**config.mk**
```make
export PLATFORM = sky130hd
export DESIGN_NAME = decim_stream_packer
export DESIGN_NICKNAME = d
export VERILOG_FILES = /design/src/rtl/decim_pkg.sv /design/src/rtl/decim_sync_fifo.sv /design/src/rtl/decim_stream_packer.sv
export SDC_FILE = /design/constraint.sdc
export NUM_CORES = 1
export LEC_CHECK = 0
export CELL_PAD_IN_SITES_DETAIL_PLACEMENT = 1
export CELL_PAD_IN_SITES_GLOBAL_PLACEMENT = 1
export CORE_ASPECT_RATIO = 0.7
export CORE_MARGIN = 1
export CORE_UTILIZATION = 47
export DETAILED_ROUTE_END_ITERATION = 8
export GPL_TIMING_DRIVEN = 0
export PLACE_DENSITY = 0.77
export SYNTH_ARGS = -nofsm -noshare
export SYNTH_HDL_FRONTEND = slang
export SYNTH_HIERARCHICAL = 1
export SYNTH_SLANG_ARGS = --single-unit
export TNS_END_PERCENT = 30
```
**constraint.sdc**
```tcl
create_clock -name clk -period 5.2 [get_ports clk]
set_clock_uncertainty 0.1 [all_clocks]
set_input_delay 0.78 -clock clk [delete_from_list [all_inputs] [get_ports clk]]
set_output_delay 0.78 -clock clk [all_outputs]
set_load 0.03 [all_outputs]
```
**src/rtl/decim_pkg.sv**
```systemverilog
// Shared definitions for the decimated-sample stream packer: default sizes,
// status counter widths and the output-stage state encoding.
package decim_pkg;

  localparam int DATA_W_DEF     = 32;
  localparam int FIFO_DEPTH_DEF = 16;
  localparam int DROP_CNT_W     = 16;
  localparam int FRAME_LEN_W    = 16;

  typedef enum logic {
    OUT_EMPTY = 1'b0,
    OUT_VALID = 1'b1
  } out_state_e;

  // Saturating increment for the dropped-sample counter.
  function automatic logic [DROP_CNT_W-1:0] sat_inc(input logic [DROP_CNT_W-1:0] v);
    return (&v) ? v : v + DROP_CNT_W'(1);
  endfunction

endpackage

```
**src/rtl/decim_sync_fifo.sv**
```systemverilog
// Single-clock FIFO with wrap-bit pointers; the head word is visible
// combinationally on o_rd_data whenever o_empty is low.
module decim_sync_fifo
  import decim_pkg::*;
#(
  parameter  int DATA_W = DATA_W_DEF,
  parameter  int DEPTH  = FIFO_DEPTH_DEF,
  localparam int AW     = $clog2(DEPTH)
) (
  input  logic              clk,
  input  logic              reset_n,
  input  logic              i_wr_en,
  input  logic [DATA_W-1:0] i_wr_data,
  input  logic              i_rd_en,
  output logic [DATA_W-1:0] o_rd_data,
  output logic              o_full,
  output logic              o_empty,
  output logic [AW:0]       o_count
);

  logic [DATA_W-1:0] r_mem [DEPTH];
  logic [AW:0]       r_wr_ptr;
  logic [AW:0]       r_rd_ptr;
  logic              w_do_wr;
  logic              w_do_rd;

  assign w_do_wr = i_wr_en && !o_full;
  assign w_do_rd = i_rd_en && !o_empty;

  // NOTE: the storage array is deliberately left out of reset; only the
  // pointers need a known value, and a reset on the array blocks RAM mapping.
  always_ff @(posedge clk) begin
    if (w_do_wr) begin
      r_mem[r_wr_ptr[AW-1:0]] <= i_wr_data;
    end
  end

  always_ff @(posedge clk or negedge reset_n) begin
    if (!reset_n) begin
      r_wr_ptr <= '0;
      r_rd_ptr <= '0;
    end else begin
      if (w_do_wr) r_wr_ptr <= r_wr_ptr + (AW+1)'(1);
      if (w_do_rd) r_rd_ptr <= r_rd_ptr + (AW+1)'(1);
    end
  end

  // Same slot with opposite wrap bits means the writer has lapped the reader.
  assign o_full    = (r_wr_ptr[AW-1:0] == r_rd_ptr[AW-1:0]) && (r_wr_ptr[AW] != r_rd_ptr[AW]);
  assign o_empty   = (r_wr_ptr == r_rd_ptr);
  assign o_count   = r_wr_ptr - r_rd_ptr;
  assign o_rd_data = r_mem[r_rd_ptr[AW-1:0]];

endmodule

```
**src/rtl/decim_stream_packer.sv**
```systemverilog
// Buffers decimated samples and emits them as framed AXI4-Stream beats,
// with sticky overflow and a saturating dropped-sample counter.
module decim_stream_packer
  import decim_pkg::*;
#(
  parameter  int DATA_W     = DATA_W_DEF,
  parameter  int FIFO_DEPTH = FIFO_DEPTH_DEF,
  localparam int FILL_W     = $clog2(FIFO_DEPTH) + 1
) (
  input  logic                   clk,
  input  logic                   reset_n,
  input  logic [DATA_W-1:0]      data_in,
  input  logic                   din_rdy,
  input  logic                   enable,
  input  logic [FRAME_LEN_W-1:0] frame_len,
  input  logic                   ovf_clr,
  output logic [DATA_W-1:0]      m_axis_tdata,
  output logic                   m_axis_tvalid,
  input  logic                   m_axis_tready,
  output logic                   m_axis_tlast,
  output logic [FILL_W-1:0]      fill_level,
  output logic                   overflow,
  output logic [DROP_CNT_W-1:0]  drop_count
);

  out_state_e             r_state;
  out_state_e             w_state_next;
  logic                   w_load;

  logic [DATA_W-1:0]      r_tdata;
  logic                   r_tlast;
  logic [FRAME_LEN_W-1:0] r_beat_cnt;
  logic [FRAME_LEN_W-1:0] r_len_lat;
  logic                   r_overflow;
  logic [DROP_CNT_W-1:0]  r_drop_count;

  logic [DATA_W-1:0]      w_fifo_rd_data;
  logic                   w_fifo_full;
  logic                   w_fifo_empty;
  logic [FILL_W-1:0]      w_fifo_count;

  logic                   w_write_req;
  logic                   w_push;
  logic                   w_drop;
  logic                   w_beat_accept;
  logic [FRAME_LEN_W-1:0] w_beat_next;
  logic [FRAME_LEN_W-1:0] w_len_eff;
  logic                   w_tlast_next;

  // Full is the registered pre-pop value, so a same-cycle drain never rescues a sample.
  assign w_write_req = din_rdy && enable;
  assign w_push      = w_write_req && !w_fifo_full;
  assign w_drop      = w_write_req && w_fifo_full;

  decim_sync_fifo #(
    .DATA_W (DATA_W),
    .DEPTH  (FIFO_DEPTH)
  ) u_fifo (
    .clk       (clk),
    .reset_n   (reset_n),
    .i_wr_en   (w_push),
    .i_wr_data (data_in),
    .i_rd_en   (w_load),
    .o_rd_data (w_fifo_rd_data),
    .o_full    (w_fifo_full),
    .o_empty   (w_fifo_empty),
    .o_count   (w_fifo_count)
  );

  // NOTE: state registers use non-blocking assignment so every flop samples
  // pre-edge values regardless of process ordering.
  always_ff @(posedge clk or negedge reset_n) begin
    if (!reset_n) r_state <= OUT_EMPTY;
    else          r_state <= w_state_next;
  end

  always_comb begin
    // NOTE: defaults come first so every path assigns both signals and no latch is inferred.
    w_state_next = r_state;
    w_load       = 1'b0;
    case (r_state)
      OUT_EMPTY: begin
        if (!w_fifo_empty) begin
          w_state_next = OUT_VALID;
          w_load       = 1'b1;
        end
      end
      OUT_VALID: begin
        if (m_axis_tready) begin
          if (!w_fifo_empty) w_load       = 1'b1;
          else               w_state_next = OUT_EMPTY;
        end
      end
      default: w_state_next = OUT_EMPTY;
    endcase
  end

  // Index of the beat that the next loaded word will carry; length is sampled
  // live only for beat 0, otherwise the value latched at the frame start is used.
  assign w_beat_accept = (r_state == OUT_VALID) && m_axis_tready;
  assign w_beat_next   = !w_beat_accept ? r_beat_cnt
                       : (r_tlast ? '0 : r_beat_cnt + FRAME_LEN_W'(1));
  assign w_len_eff     = (w_beat_next == '0) ? frame_len : r_len_lat;
  assign w_tlast_next  = (w_len_eff <= FRAME_LEN_W'(1))
                      || (w_beat_next == w_len_eff - FRAME_LEN_W'(1));

  always_ff @(posedge clk or negedge reset_n) begin
    if (!reset_n) begin
      r_tdata    <= '0;
      r_tlast    <= 1'b0;
      r_beat_cnt <= '0;
      r_len_lat  <= '0;
    end else begin
      r_beat_cnt <= w_beat_next;
      if (w_load) begin
        r_tdata <= w_fifo_rd_data;
        r_tlast <= w_tlast_next;
        if (w_beat_next == '0) r_len_lat <= frame_len;
      end else if (w_state_next == OUT_EMPTY) begin
        r_tlast <= 1'b0;
      end
    end
  end

  // A drop coinciding with a clear restarts the count at one.
  always_ff @(posedge clk or negedge reset_n) begin
    if (!reset_n) begin
      r_overflow   <= 1'b0;
      r_drop_count <= '0;
    end else if (w_drop) begin
      r_overflow   <= 1'b1;
      r_drop_count <= ovf_clr ? DROP_CNT_W'(1) : sat_inc(r_drop_count);
    end else if (ovf_clr) begin
      r_overflow   <= 1'b0;
      r_drop_count <= '0;
    end
  end

  assign m_axis_tvalid = (r_state == OUT_VALID);
  assign m_axis_tdata  = r_tdata;
  assign m_axis_tlast  = r_tlast;
  assign fill_level    = w_fifo_count + {{(FILL_W-1){1'b0}}, (r_state == OUT_VALID)};
  assign overflow      = r_overflow;
  assign drop_count    = r_drop_count;

endmodule
```
==> run metrics <==
outcome=finished, final reports clean; Synth area leader=edfxtp_1; leakage power=10.1 nW; Post-Syn Instances=1495; mux contribution to synthesized area=13.3%; most used cell, CP=clkbuf_1; die boundary width=279 microns; Power Dens Cells=548 nW/um^2; footprint of the multi-input gates=7080 sq um; Final ANT Viol Nets=0; net count after synthesis=1565; Syn-to-layout area delta=16.9%; antenna cell count=0; PortBufs=107; Unique masters post-synth=77; VDD IR max=317 uV; Internal=10.4 mW; number of synthesized flops with an enable pin=512; worst-margin pin slew=1.08 ns; Synth Area in Compound Gates=6.30%; predominant post-synthesis flop cell=edfxtp_1; CP Capture Type=flop; Ports=110; Logic pwr share=37.9%; TritonCTS clock tree=yes; slowest CP cell=a21boi_1; R2R depth=12; fin util=56.0%; Starting DRT DRC Count=1154; total global-route track usage=24.3%; routed len/inst=27.3 microns; core area=52600 sq um; CTS Sinks=605; Die Height=196 microns; Worst Path Arrival=5.41 ns; largest net degree at the start of global routing=58; Peak Freq=199 MHz; Seq/Total Area, Yosys=70.3%; top post-synthesis cells by count=512 x edfxtp_1, 138 x mux2i_1, 93 x dfrtp_1; Worst path max stage delay=0.64 ns; DR DRC count=0; P_sw=5.72 mW; Relative slew margins=27.3%; Num CTS Buffers=56; Mapped Area=25200 sq um; Max Slew Vio Count=0; clk slew on worst S/H paths=0.06 ns; fraction of registers with async set/reset=15.4%; Total Wirelength=66000 microns; Final nets=1758; clock root cell=clkbuf_16; Tmin final=5.03 ns; initial antenna violation count=0; post-route setup TNS=0 ns; total grt overflow=0; most frequent cell after synthesis=edfxtp_1; top cells by area, synth=edfxtp_1 61%, dfrtp_1 9.2%, mux4_2 5.5%, mux2i_1 5.5%, a221oi_1 2.3%; critical path peak fanout=10; filler cell count=4778; CP startpoint kind=flop; Clock Power Share=24.8%; worst skew pair latency=0.61 ns; gp weighted congestion=0.883; share of cells above drive strength 1=18.4%; first-pass GRT wire length=98600 microns; Post-CTS Hold Buffers=0; RSZ-0062 raised after global routing=no; Detailed Routing Iterations Pass 1=5; Max-Cap Viols=0; number of global-route vias before repair=15500; register share of total power=37.3%; die footprint=54500 sq um; area share of and/or/nand/nor cells after synthesis=5.60%; main combinational cell family by area after synthesis=multiplexers; count of state elements after synthesis=605; final setup vio count=0; number of synthesis warnings=6; Crit Path Category=flop to flop; post-synthesis xor/xnor area fraction=1.49%; Final HPWL DP=43900 microns; Starting Density=47.9%; Synth Area in Adders=0.825%; worst-path cell chain=buf_2, inv_1, clkbuf_1, ha_1, and4_1, and2_1, nor2_1, clkdlybuf4s15_2, clkbuf_1, a21boi_1, nand4_1, xnor2_1; row count=70; via/cell ratio=6.11; via count=14800; Register Area=17700 sq um; Max Root-Sink Buffers=3; Mean Syn Cell Area=16.8 sq um; Hold Vio Cnt, Final=0; Worst EP required=5.58 ns; Hold WC Path Type=primary input to asynchronous set/reset pin; sw frac=35.4%; top-area cell type share of the netlist area=61.0%; Tcrit/Tclk final=96.7%; htree depth=2
==> path summary, 6_finish.rpt <==
path	start	endpoint	slack [ns]
setup / recovery	u_fifo/r_rd_ptr[3]$_DFFE_PN0P_	u_fifo/r_rd_ptr[4]$_DFFE_PN0P_	0.17
hold / removal	reset_n	r_beat_cnt[14]$_DFF_PN0_	0.08
max in group asynchronous	reset_n	m_axis_tvalid$_DFF_PN0_	4.17
hold reg to reg	m_axis_tdata[13]$_DFFE_PN0P_	m_axis_tdata[13]$_DFFE_PN0P_	0.41
min in group clk	m_axis_tdata[13]$_DFFE_PN0P_	m_axis_tdata[13]$_DFFE_PN0P_	0.41
setup reg to reg	u_fifo/r_rd_ptr[3]$_DFFE_PN0P_	u_fifo/r_rd_ptr[4]$_DFFE_PN0P_	0.17
==> metrics by stage <==
stage | worst slack, ns | instance area (sq um) | power (mW) | instances | hold WS [ns]
final | 0.170 | 29500 | 16.2 | 2417 | 0.0814
after global routing | 0.0238 | 29500 | 16.8 | 2417 | 0.108
after floorplan | 0.395 | 25200 | 10.0 | 1495 | 0.365
after global placement | -3.12 | 27100 | 11.8 | 2286 | 0.383
after CTS | 0.0236 | 29400 | 16.2 | 2412 | 0.0779
after detailed placement | -0.520 | 27600 | 12.1 | 2310 | 0.395
==> power groups by stage <==
| stage | combinational, mW | sequential [mW] | clock (mW) |
|---|---|---|---|
| 2_1_floorplan | 3.71 | 6.30 | 0 |
| 3_3_place_gp | 5.73 | 6.10 | 0 |
| 3_5_place_dp | 6.03 | 6.11 | 0 |
| 4_1_cts | 6.10 | 6.01 | 4.09 |
| 5_1_grt | 6.51 | 6.07 | 4.23 |
| 6_report | 6.12 | 6.02 | 4.01 |
==> repair_timing <==
action / CTS / global route
pin swaps: 0 / 2
endpoints found under the setup margin: 7 / 1
buffers inserted: 0 / 5
cloned: 0 / 0
gates resized for setup: 8 / 6
==> critical path: cells and delay by family, from the launching register on <==
kind	cells	cell delay, ns
and+or+nand+nor	4	1.00
AOI/OAI and AO/OA	1	0.64
xor gates and xnor gates	1	0.20
adders and majority gates	1	0.41
buffers and inverters	5	2.17
DFF	1	0.36
==> logic make-up (layout without fill, tap and decap cells) <==
kind of cell / Yosys count / in the layout
compound gates: 219 / 219
simple gates: 266 / 266
buf+inv: 99 / 337
xor+xnor: 42 / 42
mux: 248 / 248
fa+ha+maj: 16 / 16
flops: 605 / 605
==> routing by layer <==
layer  GRT usage, %  part of all wire [%]  up-vias
li1               -                     -     6374
met1           35.4                    45     7813
met2           37.9                    47      482
met3           3.74                   6.0      108
met4           7.73                   2.6        0
met5              0                     0        -
==> flip-flops by register name (all words and copies together) (netlist names) <==
name / count
m_axis_tdata: 32
drop_count: 16
r_beat_cnt: 16
u_fifo/r_mem: 512
r_len_lat: 16
m_axis_tvalid: 1
overflow: 1
u_fifo/r_rd_ptr: 5
u_fifo/r_wr_ptr: 5
m_axis_tlast: 1
==> final cells by class <==
| cell class | instances | share of cell area [%] |
|---|---|---|
| Buffer | 75 | 1.61 |
| Timing Repair Buffer | 136 | 5.08 |
| Clock inverter | 29 | 0.901 |
| Inverter | 23 | 0.293 |
| Sequential cell | 605 | 60.1 |
| Multi-Input combinational cell | 791 | 24.0 |
| Tap cell | 684 | 2.91 |
| Clock buffer | 74 | 5.06 |
==> placed cells by master, fill, tap and decap left out, drive strengths merged, types with 4 or more instances in the layout <==
cell and instances:
dfrtp 93, and2 5, nor4 11, nand3b 5, clkinv 18, inv 25, a211oi 5, a22oi 33
buf 77, xor2 17, mux4 64, nor2 52, clkbuf 101, and3 11, or3 10, o211ai 4
a221oi 66, nand2b 7, or4 6, bufinv 4, nand3 22, xnor2 25, ha 15, nor3 25
o31ai 9, nand4 16, nand2 79, or2 5, clkinvlp 5, o21ai 51, edfxtp 512, a31oi 4
mux2 46, mux2i 138, a21oi 25, clkdlybuf4s50 106
No activity file was read; power rests on OpenSTA's default activity.
